$ cat src/rtl/hpi_txn_ctrl.sv
// HPI transaction sequencer: round-robin arbitration between two requesters,
// CS/RD/WR strobe timing toward the registered HPI I/O block, read-data capture.
module hpi_txn_ctrl #(
  parameter int STROBE_CYCLES = 3,
  parameter int HOLD_CYCLES   = 1
) (
  input  logic        Clk,
  input  logic        Reset_N,
  input  logic        req0,
  input  logic        we0,
  input  logic [1:0]  addr0,
  input  logic [15:0] wdata0,
  input  logic        req1,
  input  logic        we1,
  input  logic [1:0]  addr1,
  input  logic [15:0] wdata1,
  output logic        ack0,
  output logic        ack1,
  output logic [15:0] rdata,
  output logic        busy,
  output logic [1:0]  hpi_address,
  output logic [15:0] hpi_data_out,
  output logic        hpi_r,
  output logic        hpi_w,
  output logic        hpi_cs,
  input  logic [15:0] hpi_data_in
);
  localparam int MAXC = (STROBE_CYCLES > HOLD_CYCLES) ? STROBE_CYCLES : HOLD_CYCLES;
  localparam int CW   = $clog2(MAXC) + 1;

  typedef enum logic [2:0] {IDLE, SETUP, STROBE, HOLD, RECOVER} state_t;

  state_t        state;
  logic [CW-1:0] cnt;
  logic          last_grant;
  logic          cur;
  logic          t_we;
  logic          gnt_vld;
  logic          gnt_sel;

  // gnt_sel = 1 selects requester 1; on a tie the one not served last wins
  always_comb begin
    gnt_vld = req0 | req1;
    gnt_sel = req1 & (~req0 | ~last_grant);
  end

  always_ff @(posedge Clk or negedge Reset_N) begin
    if (!Reset_N) begin
      state        <= IDLE;
      cnt          <= '0;
      last_grant   <= 1'b1;
      cur          <= 1'b0;
      t_we         <= 1'b0;
      ack0         <= 1'b0;
      ack1         <= 1'b0;
      rdata        <= '0;
      busy         <= 1'b0;
      hpi_address  <= '0;
      hpi_data_out <= '0;
      hpi_r        <= 1'b1;
      hpi_w        <= 1'b1;
      hpi_cs       <= 1'b1;
    end else begin
      ack0 <= 1'b0;
      ack1 <= 1'b0;
      case (state)
        IDLE: begin
          if (gnt_vld) begin
            state        <= SETUP;
            busy         <= 1'b1;
            cur          <= gnt_sel;
            last_grant   <= gnt_sel;
            t_we         <= gnt_sel ? we1 : we0;
            hpi_address  <= gnt_sel ? addr1 : addr0;
            hpi_data_out <= gnt_sel ? wdata1 : wdata0;
            hpi_cs       <= 1'b0;
          end
        end
        SETUP: begin
          state <= STROBE;
          cnt   <= CW'(STROBE_CYCLES - 1);
          hpi_r <= t_we;
          hpi_w <= ~t_we;
        end
        STROBE: begin
          if (cnt == '0) begin
            state <= HOLD;
            cnt   <= CW'(HOLD_CYCLES - 1);
            hpi_r <= 1'b1;
            hpi_w <= 1'b1;
          end else begin
            cnt <= cnt - 1'b1;
          end
        end
        HOLD: begin
          // The I/O block returns pin data two cycles late, so the first HOLD
          // cycle carries what the pins showed in the last strobe cycle.
          if (cnt == CW'(HOLD_CYCLES - 1) && !t_we) rdata <= hpi_data_in;
          if (cnt == '0) begin
            state  <= RECOVER;
            hpi_cs <= 1'b1;
            ack0   <= ~cur;
            ack1   <= cur;
          end else begin
            cnt <= cnt - 1'b1;
          end
        end
        RECOVER: begin
          state <= IDLE;
          busy  <= 1'b0;
        end
        default: begin
          state  <= IDLE;
          busy   <= 1'b0;
          hpi_r  <= 1'b1;
          hpi_w  <= 1'b1;
          hpi_cs <= 1'b1;
        end
      endcase
    end
  end
endmodule

$ cat config.mk
export PLATFORM = sky130hd
export DESIGN_NAME = hpi_txn_ctrl
export DESIGN_NICKNAME = d
export VERILOG_FILES = /design/src/rtl/hpi_txn_ctrl.sv
export SDC_FILE = /design/constraint.sdc
export NUM_CORES = 1
export LEC_CHECK = 0
export CORE_UTILIZATION = 45
export DETAILED_ROUTE_END_ITERATION = 10
export PLACE_DENSITY = 0.84
export SLEW_MARGIN = 20
export SYNTH_ARGS = -nofsm -noshare
export SYNTH_HDL_FRONTEND = slang
export SYNTH_SLANG_ARGS = --single-unit
$ cat constraint.sdc
create_clock -name Clk -period 4.1 [get_ports Clk]
set_clock_uncertainty 0.2 [all_clocks]
set_input_delay 0.615 -clock Clk [delete_from_list [all_inputs] [get_ports Clk]]
set_output_delay 0.615 -clock Clk [all_outputs]
set_load 0.01 [all_outputs]
==> results of run 1 <==
## sequential cells by signal, summed over array words and instances, names as in the netlist
| name | flops |
|---|---|
| hpi_cs | 1 |
| last_grant | 1 |
| hpi_address | 2 |
| ack1 | 1 |
| ack0 | 1 |
| cnt | 3 |
| state | 3 |
| cur | 1 |
| busy | 1 |
| hpi_w | 1 |
| hpi_r | 1 |
| rdata | 16 |
| hpi_data_out | 16 |
| t_we | 1 |
## routing by layer
layer / wire, um / track usage, %
met1: 2099 / 23.37
met2: 2318 / 34.07
met3: 356 / 6.610
met5: 0 / 0
met4: 57 / 5.882
## layout make-up
cell class / count / area (um2)
inverters: 6 / 22.52
flip-flops and latches: 49 / 1231
repair buffers: 97 / 968.4
multi-input cells: 105 / 880.8
clock buffers: 8 / 90.09
well taps: 67 / 83.83
fillers: 363 / 1446
## cell usage in the layout (no fill, tap or decap), types with 3 or more instances in the layout
cell             netlist  final
mux2_4                10     10
inv_1                  6      6
dfstp_2                4      4
a211oi_1               3      3
or3_1                 20     20
a21oi_1                5      5
o21ai_0                6      6
mux2_2                 6      6
dfrtp_1               45     45
nor2b_1                5      5
o221a_2               19     19
nand2b_1               3      3
clkbuf_8               0      6
nor3_1                 4      4
clkdlybuf4s50_1        0     96
## cell families after synthesis
| family | after synthesis | synth area share [%] |
|---|---|---|
| compound gates | 40 | 15.55 |
| fa+ha+maj | 2 | 1.139 |
| buf+inv | 19 | 3.872 |
| flops | 49 | 56.04 |
| mux | 17 | 10.36 |
| simple gates | 46 | 13.04 |
## through the flow
step / power [uW] / instance area, um2 / hold slack [ns] / util, % / setup WS, ns
after global routing: 2431 / 3277 / 0.1649 / 69.38 / 1.416
after global placement: 1980 / 3184 / 0.2448 / 67.42 / 1.383
final: 2287 / 3277 / 0.1155 / 69.38 / 1.635
after CTS: 2309 / 3274 / 0.2796 / 69.32 / 1.608
after floorplan: 1484 / 2197 / 0.1194 / - / 2.059
after detailed placement: 2015 / 3184 / 0.2586 / 67.42 / 1.356
## power by group
part           internal (uW)  total (uW)  switching, uW
clock network            138         285            148
logic                    690        1100            409
registers                729         902            173
## worst max path at each step
stage / to / cells after the start / slack, ns
floorplan: t_we / 5 / 2.06
CTS: hpi_data_out[3] / 3 / 1.61
finish: hpi_data_out[11] / 3 / 1.63
global placement: hpi_data_out[13] / 4 / 1.38
global route: hpi_data_out[3] / 3 / 1.42
detailed placement: hpi_data_out[10] / 4 / 1.36
==> results.sh, run 1 <==
export IMPL_status="completed"
export IMPL_clk_pin_slew_ns=0.09
export IMPL_crit_buf_inv=0
export IMPL_num_rows=25
export IMPL_port_buffers=97
export IMPL_hold_class="in2async"
export IMPL_worst_path_largest_cell_delay_ns=0.65
export IMPL_clock_path_buffers=2
export IMPL_cts_setup_buffers=0
export IMPL_initial_core_util_pct=46.52
export IMPL_clock_fmax_mhz=405.6
export IMPL_drc_errors=0
export IMPL_grt_pass1_wl_mm=7.914
export IMPL_cpLargestDelayFamily="simple AND/OR/NAND/NOR gates"
export IMPL_r2r_end="hpi_data_out[11]"
export IMPL_die_area_um2=5166
export IMPL_firstDrtPassIters=4
export IMPL_yosysTopAreaCellShare_pct=51.25
export IMPL_h_tree_depth=2
export IMPL_relSlewSlack_pct=44.51
export IMPL_syn_inst=173
export IMPL_synth_yosys_seq_area_share_pct=56.04
export IMPL_avgViaCountPerCell=5.340
export IMPL_synth_async_sr_flop_share_pct=100.0
export IMPL_synth_most_common_cell="dfrtp_1"
export IMPL_final_max_slew_viol_count=0
export IMPL_startpoint="state[2]"
export IMPL_ys_ff_latch=49
export IMPL_cp_slowest_cell="nand3_1"
export IMPL_clockRootBuffer="clkbuf_8"
export IMPL_drive_gt1_share_pct=17.36
export IMPL_cts_buffers=5
export IMPL_timing_rr_start="state[2]"
export IMPL_cts_tree="done"
export IMPL_worst_ep_required_time_ns=4.09
export IMPL_worst_pin_slew_ns=0.8323
export IMPL_fin_crit_sh_pct=60.13
export IMPL_synth_edf_count=0
export IMPL_rsz0062_at_grt="false"
export IMPL_nets=324
export IMPL_cap_violations=0
export IMPL_routed_wirelength_mm=4.831
export IMPL_antenna_found_initial=0
export IMPL_synth_ff_type="dfrtp_1"
export IMPL_cp_start_kind="flop"
export IMPL_ys_warnings_count=0
export IMPL_synth_distinct_cells=35
export IMPL_fin_crit_ns=2.465
export IMPL_cts_resized=0
export IMPL_io_pins=98
export IMPL_grt_overflow_total=0
export IMPL_fin_cells=332
export IMPL_die_y_um=71.88
export IMPL_path_class="reg2reg"
export IMPL_cts_sinks=49
export IMPL_hold_viol=0
export IMPL_vias=1773
export IMPL_leakagePower_uw=0.001318
export IMPL_critPathCaptureType="flop"
export IMPL_reg2reg_depth=3
export IMPL_netlist_top_cells_count="dfrtp_1 (45), or3_1 (20), o221a_2 (19)"
export IMPL_wl_per_cell_um=14.55
export IMPL_grt_pass1_vias=1807
export IMPL_setup_violations=0
export IMPL_ant_nets=0
export IMPL_grt_max_degree=50
export IMPL_powerDensity_nw_per_um2=697.8
export IMPL_hold_buffers=0
export IMPL_critPathArrivalTime_ns=2.46
export IMPL_dp_hpwl_mm=3.410
export IMPL_syn_nets=233
export IMPL_gp_congestion=0.8285
export IMPL_core_um2=4723
export IMPL_r2r_slack_ns=1.63
export IMPL_crit_path_max_fanout=20
export IMPL_insertion_delay_ns=0.30
export IMPL_finalSetupTns_ns=0
export IMPL_die_x_um=71.88
export IMPL_synth_largest_area_cell="dfrtp_1"
export IMPL_grtUsageTotal_pct=19.73
export IMPL_synth_area_um2=2197
export IMPL_synth_avg_cell_area_um2=12.70
export IMPL_peakVddDrop_mv=0.3366
export IMPL_drt_iter0_markers=54
export IMPL_ys_top_cells_by_area="dfrtp_1 (51%), o221a_2 (9.7%), mux2_4 (6.8%)"
export IMPL_diodes=0
export IMPL_dp_cells=324
export IMPL_worstPathCellList="nor3_1, nand3_1, o221a_2"
export IMPL_area_growth_pct=49.15
(Power assumes the default switching activity.)
==> run 2: changes to the inputs <==
CORE_UTILIZATION = 42   (was 45)
PLACE_DENSITY = 0.79   (was 0.84)
clock period = 2.5 ns   (was 4.1 ns; I/O delays follow)
==> run 2 against run 1 <==
Net effect: total power increased by 70%; clock power increased by 98%; die area is 6.9% higher; highest routed layer unchanged; sequential power is 62% higher; largest power group unchanged; clock-buffer cell count is 3 lower; critical endpoint is now hpi_data_out[2]; sequential cell count unchanged; combinational power up 69%; global-route usage fell by 1.2 points; cell count up 3.0%; via count rose by 0.34%; worst hold slack better by 0.14 ns.
==> results.sh, run 2 (synthesized netlist as in run 1, its figures left out) <==
export IMPL_setup_violations=0
export IMPL_grt_max_degree=22
export IMPL_status="completed"
export IMPL_power_total_uw=3892
export IMPL_path_class="reg2reg"
export IMPL_p_seq_share_pct=37.6
export IMPL_drt_iter0_markers=43
export IMPL_dp_hpwl_mm=3.621
export IMPL_power_net_switching_uw=1219
export IMPL_grt_overflow_total=0
export IMPL_grt_pass1_vias=1724
export IMPL_peakVddDrop_mv=0.5484
export IMPL_finalSetupTns_ns=0
export IMPL_io_pins=98
export IMPL_cap_violations=0
export IMPL_gp_congestion=0.8060
export IMPL_routed_wirelength_mm=4.858
export IMPL_ant_nets=0
export IMPL_antenna_found_initial=0
export IMPL_final_cell_mix="clkdlybuf4s50_1 (96), dfrtp_1 (45), or3_1 (20)"
export IMPL_worst_pin_slew_ns=0.5504
export IMPL_grtUsageTotal_pct=18.53
export IMPL_n_fill_cell=405
export IMPL_clockRootBuffer="clkbuf_8"
export IMPL_rsz0062_at_grt="false"
export IMPL_reg_top3="hpi_data_out (16), rdata (16)"
export IMPL_p_comb_share_pct=47.9
export IMPL_cts_setup_buffers=0
export IMPL_fin_crit_ns=2.184
export IMPL_hold_class="reg2reg"
export IMPL_seq_area_um2=1231
export IMPL_critPathArrivalTime_ns=2.18
export IMPL_num_rows=25
export IMPL_critPathCaptureType="flop"
export IMPL_die_area_um2=5524
export IMPL_hold_viol=0
export IMPL_hold_buffers=1
export IMPL_wl_per_cell_um=14.20
export IMPL_grt_pass1_wl_mm=7.797
export IMPL_drive_gt1_share_pct=20.73
export IMPL_core_um2=4880
export IMPL_p_int_uw=2673
export IMPL_postPlaceCellArea_um2=3264
export IMPL_multi_input_area_um2=880.8
export IMPL_clock_path_buffers=2
export IMPL_diodes=0
export IMPL_h_tree_depth=2
export IMPL_relSlewSlack_pct=62.79
export IMPL_area_growth_pct=54.27
export IMPL_layout_commonest_cell="clkdlybuf4s50_1"
export IMPL_die_x_um=74.33
export IMPL_cp_start_kind="flop"
export IMPL_die_y_um=74.33
export IMPL_fin_crit_sh_pct=87.36
export IMPL_clk_pin_slew_ns=0.09
export IMPL_cts_buffers=5
export IMPL_insertion_delay_ns=0.30
export IMPL_final_max_slew_viol_count=0
export IMPL_leakagePower_uw=0.001375
export IMPL_crit_path_max_fanout=19
export IMPL_drc_errors=0
export IMPL_powerDensity_nw_per_um2=1148
export IMPL_port_buffers=97
export IMPL_clock_fmax_mhz=457.9
export IMPL_avgViaCountPerCell=5.202
export IMPL_initial_core_util_pct=45.03
export IMPL_vias=1779
export IMPL_nets=334
export IMPL_fin_area_um2=3390
export IMPL_switching_share_pct=31.31
export IMPL_firstDrtPassIters=4
export IMPL_p_clk_share_pct=14.5
export IMPL_worst_ep_required_time_ns=2.50
export IMPL_cts_sinks=49
export IMPL_cts_resized=0
export IMPL_cts_tree="done"
-- run 2: layout make-up --
class	count	share of cell area (%)
Multi-Input combinational cell	105	25.99
Tap cell	67	2.473
Timing Repair Buffer	107	31.16
Clock inverter	3	1.366
Clock buffer	5	2.030
Sequential cell	49	36.32
Inverter	6	0.6645
-- run 2: power groups by stage --
| stage | logic (uW) | clock network [uW] | registers [uW] |
|---|---|---|---|
| floorplan | 873 | 0 | 1560 |
| global placement | 1850 | 0 | 1470 |
| detailed placement | 1880 | 0 | 1470 |
| CTS | 1890 | 582 | 1460 |
| global route | 2020 | 611 | 1510 |
| finish | 1860 | 565 | 1460 |
-- run 2: stage by stage --
step           hold WS [ns]  utilization, %  instances  setup slack (ns)
2_1_floorplan       -0.1206               -        173            0.4753
3_3_place_gp        0.09665           66.90        333            0.1200
3_5_place_dp         0.1093           66.90        333            0.1045
4_1_cts              0.2562           69.46        342            0.3020
5_1_grt              0.2869           69.46        342            0.1657
6_report             0.2533           69.46        342            0.3160
-- run 2: critical path, stage by stage (launching register included) --
cell     delay [ns]
dfrtp_1        0.54
or4b_1         0.80
or3_1          0.40
o221a_2        0.13
-- run 2: routing by layer --
| metal | vias up | global-route usage [%] | routed length (um) |
|---|---|---|---|
| met4 | 0 | 5.031 | 49 |
| li1 | 855 | - | - |
| met2 | 74 | 30.81 | 2271 |
| met3 | 5 | 5.827 | 347 |
| met1 | 845 | 23.51 | 2189 |
| met5 | - | 0 | 0 |
-- run 2: worst paths after layout --
path | cells after the start | end | start | slack (ns)
max | 3 | hpi_data_out[2] | state[0] | 0.32
min in group asynchronous | 2 | busy | Reset_N | 0.33
max in group asynchronous | 3 | last_grant | Reset_N | 1.12
min reg2reg | 1 | ack0 | cur | 0.25
max reg2reg | 3 | hpi_data_out[2] | state[0] | 0.32
min | 1 | ack0 | cur | 0.25
